## src/rtl/unchain_pkg.sv

```systemverilog
// rtl/unchain_pkg.sv - shared lane width and FSM state encoding for ofmap unchaining
package unchain_pkg;

  localparam int LANE_WID = 16;

  typedef enum logic {
    IDLE = 1'b0,
    SEND = 1'b1
  } state_t;

endpackage

```

## src/rtl/counter.sv

```systemverilog
// rtl/counter.sv - wrapping index counter, 0..MAX_COUNT-1, advances when en is high
module counter #(
  parameter int MAX_COUNT   = 4,
  parameter int COUNTER_WID = 4
) (
  input  logic                   clk,
  input  logic                   rst_n,
  input  logic                   en,
  output logic [COUNTER_WID-1:0] count,
  output logic                   at_max
);

  assign at_max = (count == COUNTER_WID'(MAX_COUNT - 1));

  always_ff @(posedge clk) begin
    if (!rst_n) begin
      count <= '0;
    end else if (en) begin
      count <= at_max ? '0 : count + 1'b1;
    end
  end

endmodule

```

## src/rtl/ofmap_unchaining.sv

```systemverilog
// rtl/ofmap_unchaining.sv - serializes an OC0-lane wide word into 16-bit lanes, low lane first
// Optional OFMAP_UNCHAIN_PREFETCH_EN: accept the next word during the final-lane transfer.
module ofmap_unchaining
  import unchain_pkg::*;
#(
  parameter int OC0         = 4,
  parameter int COUNTER_WID = 4
) (
  input  logic                    clk,
  input  logic                    rst_n,
  input  logic                    en_output,
  input  logic [LANE_WID*OC0-1:0] chained_dat,
  input  logic                    chained_vld,
  output logic                    chained_rdy,
  output logic [LANE_WID-1:0]     ofmap_dat,
  output logic                    ofmap_vld,
  input  logic                    ofmap_rdy,
  output logic                    ofmap_last,
  output logic                    done
);

  state_t                  state_q, state_d;
  logic [LANE_WID*OC0-1:0] hold_q;
  logic                    done_q;
  logic [COUNTER_WID-1:0]  count;
  logic                    last_lane;
  logic                    xfer;
  logic                    capture;

  assign ofmap_vld = en_output && (state_q == SEND);
  assign xfer      = ofmap_vld && ofmap_rdy;

`ifdef OFMAP_UNCHAIN_PREFETCH_EN
  // Refill the holding register on the same edge the final lane leaves.
  assign chained_rdy = rst_n && en_output &&
                       ((state_q == IDLE) || ((state_q == SEND) && last_lane && ofmap_rdy));
`else
  assign chained_rdy = rst_n && en_output && (state_q == IDLE);
`endif

  assign capture    = chained_vld && chained_rdy;
  assign ofmap_last = ofmap_vld && last_lane;
  assign done       = done_q;

  counter #(
    .MAX_COUNT  (OC0),
    .COUNTER_WID(COUNTER_WID)
  ) u_lane_cnt (
    .clk   (clk),
    .rst_n (rst_n),
    .en    (xfer),
    .count (count),
    .at_max(last_lane)
  );

  always_comb begin
    state_d = state_q;
    case (state_q)
      IDLE:    if (capture) state_d = SEND;
      SEND:    if (xfer && last_lane) state_d = capture ? SEND : IDLE;
      default: state_d = IDLE;
    endcase
  end

  always_ff @(posedge clk) begin
    if (!rst_n) begin
      state_q <= IDLE;
      hold_q  <= '0;
      done_q  <= 1'b0;
    end else begin
      state_q <= state_d;
      if (capture) hold_q <= chained_dat;
      done_q <= xfer && last_lane;
    end
  end

  always_comb begin
    ofmap_dat = '0;
    for (int i = 0; i < OC0; i++) begin
      if (count == COUNTER_WID'(i)) ofmap_dat = hold_q[i*LANE_WID +: LANE_WID];
    end
  end

endmodule

```

## config.mk

```make
export PLATFORM = sky130hd
export DESIGN_NAME = ofmap_unchaining
export DESIGN_NICKNAME = d
export VERILOG_FILES = /design/src/rtl/unchain_pkg.sv /design/src/rtl/counter.sv /design/src/rtl/ofmap_unchaining.sv
export SDC_FILE = /design/constraint.sdc
export NUM_CORES = 1
export LEC_CHECK = 0
export ABC_CLOCK_PERIOD_IN_PS = 1800
export CAP_MARGIN = 20
export CORE_UTILIZATION = 44
export CTS_BUF_LIST = sky130_fd_sc_hd__clkbuf_4
export CTS_CLUSTER_DIAMETER = 50
export DETAILED_ROUTE_END_ITERATION = 8
export PLACE_DENSITY = 0.78
export SYNTH_ARGS = -nofsm -noshare
export SYNTH_HDL_FRONTEND = slang
export SYNTH_SLANG_ARGS = --single-unit
```

## constraint.sdc

```tcl
create_clock -name clk -period 1.8 [get_ports clk]
set_input_delay 0.36 -clock clk [delete_from_list [all_inputs] [get_ports clk]]
set_output_delay 0.36 -clock clk [all_outputs]
set_load 0.005 [all_outputs]
```

# [Word-level counts from Yosys, hierarchy flattened]
# Index checks and enable logic that the tools add are counted.
# W data, S select, Z words.
[totals] reg_bits=70 out_inout_bits=20
[classes] n_addsub=1 eq_ne=3 n_mux=8 bitwise=1 reduce_logical=8
[ops] cell="$mux W16" n=4
[ops] cell="$eq A4 B2 Y1 const B" n=2
[ops] cell="$logic_and A1 B1 Y1" n=7
[ops] cell="$add A4 B1 Y4 const B" n=1
[ops] cell="$eq A4 B1 Y1 const B" n=1
[ops] cell="$logic_not A4 Y1" n=1
[ops] cell="$mux W4" n=1
[ops] cell="$mux W1" n=2
[ops] cell="$pmux W1 S2" n=1
[ops] cell="$not A1 Y1" n=1

# [Depth between registers and ports, before layout]
[depth] word_depth=6 depth_mapped=8 mapped_depth_nobuf=5

# [Hierarchy]
# Synthesis repeated with hierarchy kept, for this count alone.
[hier_totals] hier_cells=359 area_unflattened_um2=3303.2
[modules_own_cells] module="ofmap_unchaining" instances=1 cells_each=341 area_per_inst_um2=3110.5 seq_area_each_um2=1321.3
[modules_own_cells] module="counter" instances=1 cells_each=18 area_per_inst_um2=192.7 seq_area_each_um2=80.1

# [Worst setup path before layout]
# OpenSTA, ideal clock, no wires.
[synth_path] path_type="reg-to-output" from="reg u_lane_cnt.count[1]" to="out ofmap_dat[10]" arrival_ns=1.430 path_slack_ns=0.010 path_stages_with_launch=9 n_path_buf=3 cell_sequence="dfxtp_1 -> inv_1 -> ha_1 -> buf_4 -> nor2b_1 -> clkbuf_2 -> buf_4 -> a221oi_1 -> o21ai_0"
[synth_between] elab_chain_cells=5 word_cells_on_any_way=8
[synth_lines] item="from (decl)" line_no="counter.sv:9" text="output logic [COUNTER_WID-1:0] count,"
[synth_lines] item="from (signal assigned)" line_no="counter.sv:19" text="count <= at_max ? '0 : count + 1'b1;"
[synth_lines] item="$logic_not A4 Y1" line_no="ofmap_unchaining.sv:80" text="if (count == COUNTER_WID'(i)) ofmap_dat = hold_q[i*LANE_WID +: LANE_WID];"
[synth_lines] item="$mux W16 (3 in a row)" line_no="ofmap_unchaining.sv:80"
[synth_lines] item="$mux W16 *" line_no="ofmap_unchaining.sv:80"
[synth_lines] item="to (decl)" line_no="ofmap_unchaining.sv:15" text="output logic [LANE_WID-1:0] ofmap_dat,"
# Every way passes the cells marked *; elsewhere a longest branch is shown, timed or not.

# [Final worst setup path]
[layout_path] from="reg u_lane_cnt.count[0]" to="out ofmap_dat[14]"
# Same word-level chain as after synthesis.

==> reports/qor.yml <==
die_area_sq_um: 7080
cts-root-buf: "clkbuf_4"
final-setup-viol-count: 18
initial_core_util_pct: 46.2
cts_tree: "done"
critical_path_class: "reg2out"
met1_usage_pct: 35.7
ys_warn_count: 0
fmax_mhz: 442
critPathArrivalTime_ns: 1.90
intPower_w: 0.00244
switchingPower_w: 0.000813
final_nets: 586
grt_busiest_layer: "met2"
crit_path_start_kind: "register"
synth_edf_count: 0
powerDensity_nw_per_um2: 682
die_h_um: 84.2
cts-buffers-inserted: 9
yosysSeqAreaShare_pct: 47.2
place_hpwl_mm: 5.56
synthDistinctLibCells: 24
yosys_most_used_dff: "dfxtp_1"
placed_cells: 548
grt_pass1_wl_mm: 15.3
cts-htree-levels: 3
synth_area_sq_um: 2970
status: "complete, but fails checks"
cp-end-kind: "output pin"
die_x_um: 84.2
cts_sinks: 70
antenna_left: 0
rsz0062_at_grt: "true"
routed_wl_mm: 10.4
clk_pin_slew_ns: 0.12
io_buffers: 88
vias: 3346
avgSynthCellArea_sq_um: 7.58
comb_power_share_pct: 14.4
drc_errors: 8
routedWlPerCell_um: 17.5
cts_buffer_depth: 2
drive_gt1_share_pct: 27.5
viasPerCell: 5.63
async_flop_share_pct: 0
switching_share_pct: 25.0
relSlewSlack_pct: 75.5
globalRouteOverflowTotal: 0
min_period_over_period_pct: 126
gr-usage-all-layers_pct: 27.9
worstMarginPinSlew_ns: 0.368
synth_largest_area_cell: "dfxtp_1"
dr.pass1.iters: 7
seqPwrFrac_pct: 52.2
antenna_found_initial: 0
pwr-share-clk_pct: 33.4
routabilityCongestion: 0.822
rows: 29
ys_ff_latch: 70
fin_crit_ns: 2.26
synth_area_leaders: "dfxtp_1, nand2_1, o21ai_0"
vdd_drop_max_v: 0.000448
grt_max_degree: 47
finalPower_w: 0.00325
holdCritPathClass: "reg2reg"
drt-initial-drc-count: 259
violations: "DRC, setup timing"
synth_top_area_share_pct: 47.2
core_area_sq_um: 6420
hold_viol: 0
pre_cts_ws_ns: -1.09
syn_inst: 392
met3_usage_pct: 4.03
synth.net_count: 465
synth_commonest_cells: "nand2_1, o21ai_0, dfxtp_1, a221oi_1, buf_2"
worst_clock_skew_ns: 0.0121
slew_violations: 0
worst_skew_pair.late_latency_ns: 0.40
cp_max_fo: 4
fin_ws_ns: -0.460
drv_cap: 0
required_ns: 1.44
finalNonFillerCells: 594
leakage_nw: 1.91
post-synth-top-count-cell: "nand2_1"
use_met2_pct: 46.1
syn2layout_area_growth_pct: 60.5
grt_pass1_vias: 3069
antenna_cells: 0
io_pins: 89
==> routing by layer <==
metal | up-vias | share of wire, %
li1 | 1572 | -
met1 | 1516 | 41
met2 | 217 | 47
met3 | 41 | 8.3
met4 | 0 | 3.7
met5 | - | 0
==> layout make-up <==
class,count,area (sq um)
multi-input combinational,287,1720
fill,408,1660
sequential,70,1410
timing repair buffer,141,1380
tap,77,96.3
clock inverter,6,77.6
clock buffer,9,67.6
inverter,4,15.0
==> sequential cells by signal (all words and copies together) (netlist names) <==
register / cells
done: 1
state_q: 1
hold_q: 64
u_lane_cnt.count: 4
==> critical path, cell delays in order (launching register included) <==
cell and delay (ns):
dfxtp_4 0.39, buf_6 0.10, ha_4 0.15, nor3b_4 0.29, buf_6 0.17, buf_6 0.10
buf_6 0.08, nand2_2 0.04, o21ai_2 0.05, buf_2 0.12
==> timing repair <==
action                                  CTS  global route
cloned                                    2             1
resized for setup                       155            45
hold buffers                              0             0
buffers inserted                         25             6
hold endpoints to repair                  0             0
endpoints found under the setup margin   19            18
pin swaps                                22            12
==> cell families after synthesis <==
kind of cell	share of synthesized area, %
adder cells (fa/ha/maj)	1.68
flip-flops	47.2
buffers and inverters	6.57
AND/OR/NAND/NOR	22.2
AO/OA/AOI/OAI	22.3
==> stage by stage <==
stage                     cell area, sq um  hold WS, ns  TNS (ns)  utilization (%)
after floorplan                       2970        0.425         0                -
after global placement                3990        0.433    -15.28             62.2
after global routing                  4770        0.490     -8.36             74.2
after detailed placement              3990        0.439    -17.16             62.2
after CTS                             4560        0.456     -6.38             71.0
final                                 4770        0.471     -7.15             74.2
==> cells in the final DEF, fill, tap and decap left out, drive strengths merged <==
master         instances
a32o                   1
nand2                149
a211oi                 1
nor2b                  2
inv                    4
a21oi                  4
and4b                  2
dlygate4sd2            2
and2                   2
dfxtp                 70
and3                   2
nor3b                  1
nand3                  2
o21ai                 97
buf                   70
a221oi                16
ha                     4
or3                    2
nor2                   1
clkbuf                10
nor3                   1
bufinv                 2
clkdlybuf4s50         68
clkinv                 4
==> power by group through the flow <==
stage               clock network, W  registers, W  logic, W
finish                       0.00109       0.00170  0.000468
detailed placement                 0       0.00170  0.000395
CTS                          0.00107       0.00168  0.000436
global route                 0.00116       0.00170  0.000501
global placement                   0       0.00170  0.000387
floorplan                          0       0.00169  0.000158
==> path summary, 6_finish.rpt <==
path,from,end,slack [ns],cells past startpoint
min reg2reg,hold_q[35],hold_q[35],0.47,2
max reg2reg,u_lane_cnt.count[0],u_lane_cnt.count[0],-0.12,9
min,hold_q[35],hold_q[35],0.47,2
max,u_lane_cnt.count[0],ofmap_dat[14],-0.46,9
(Power assumes the default switching activity.)
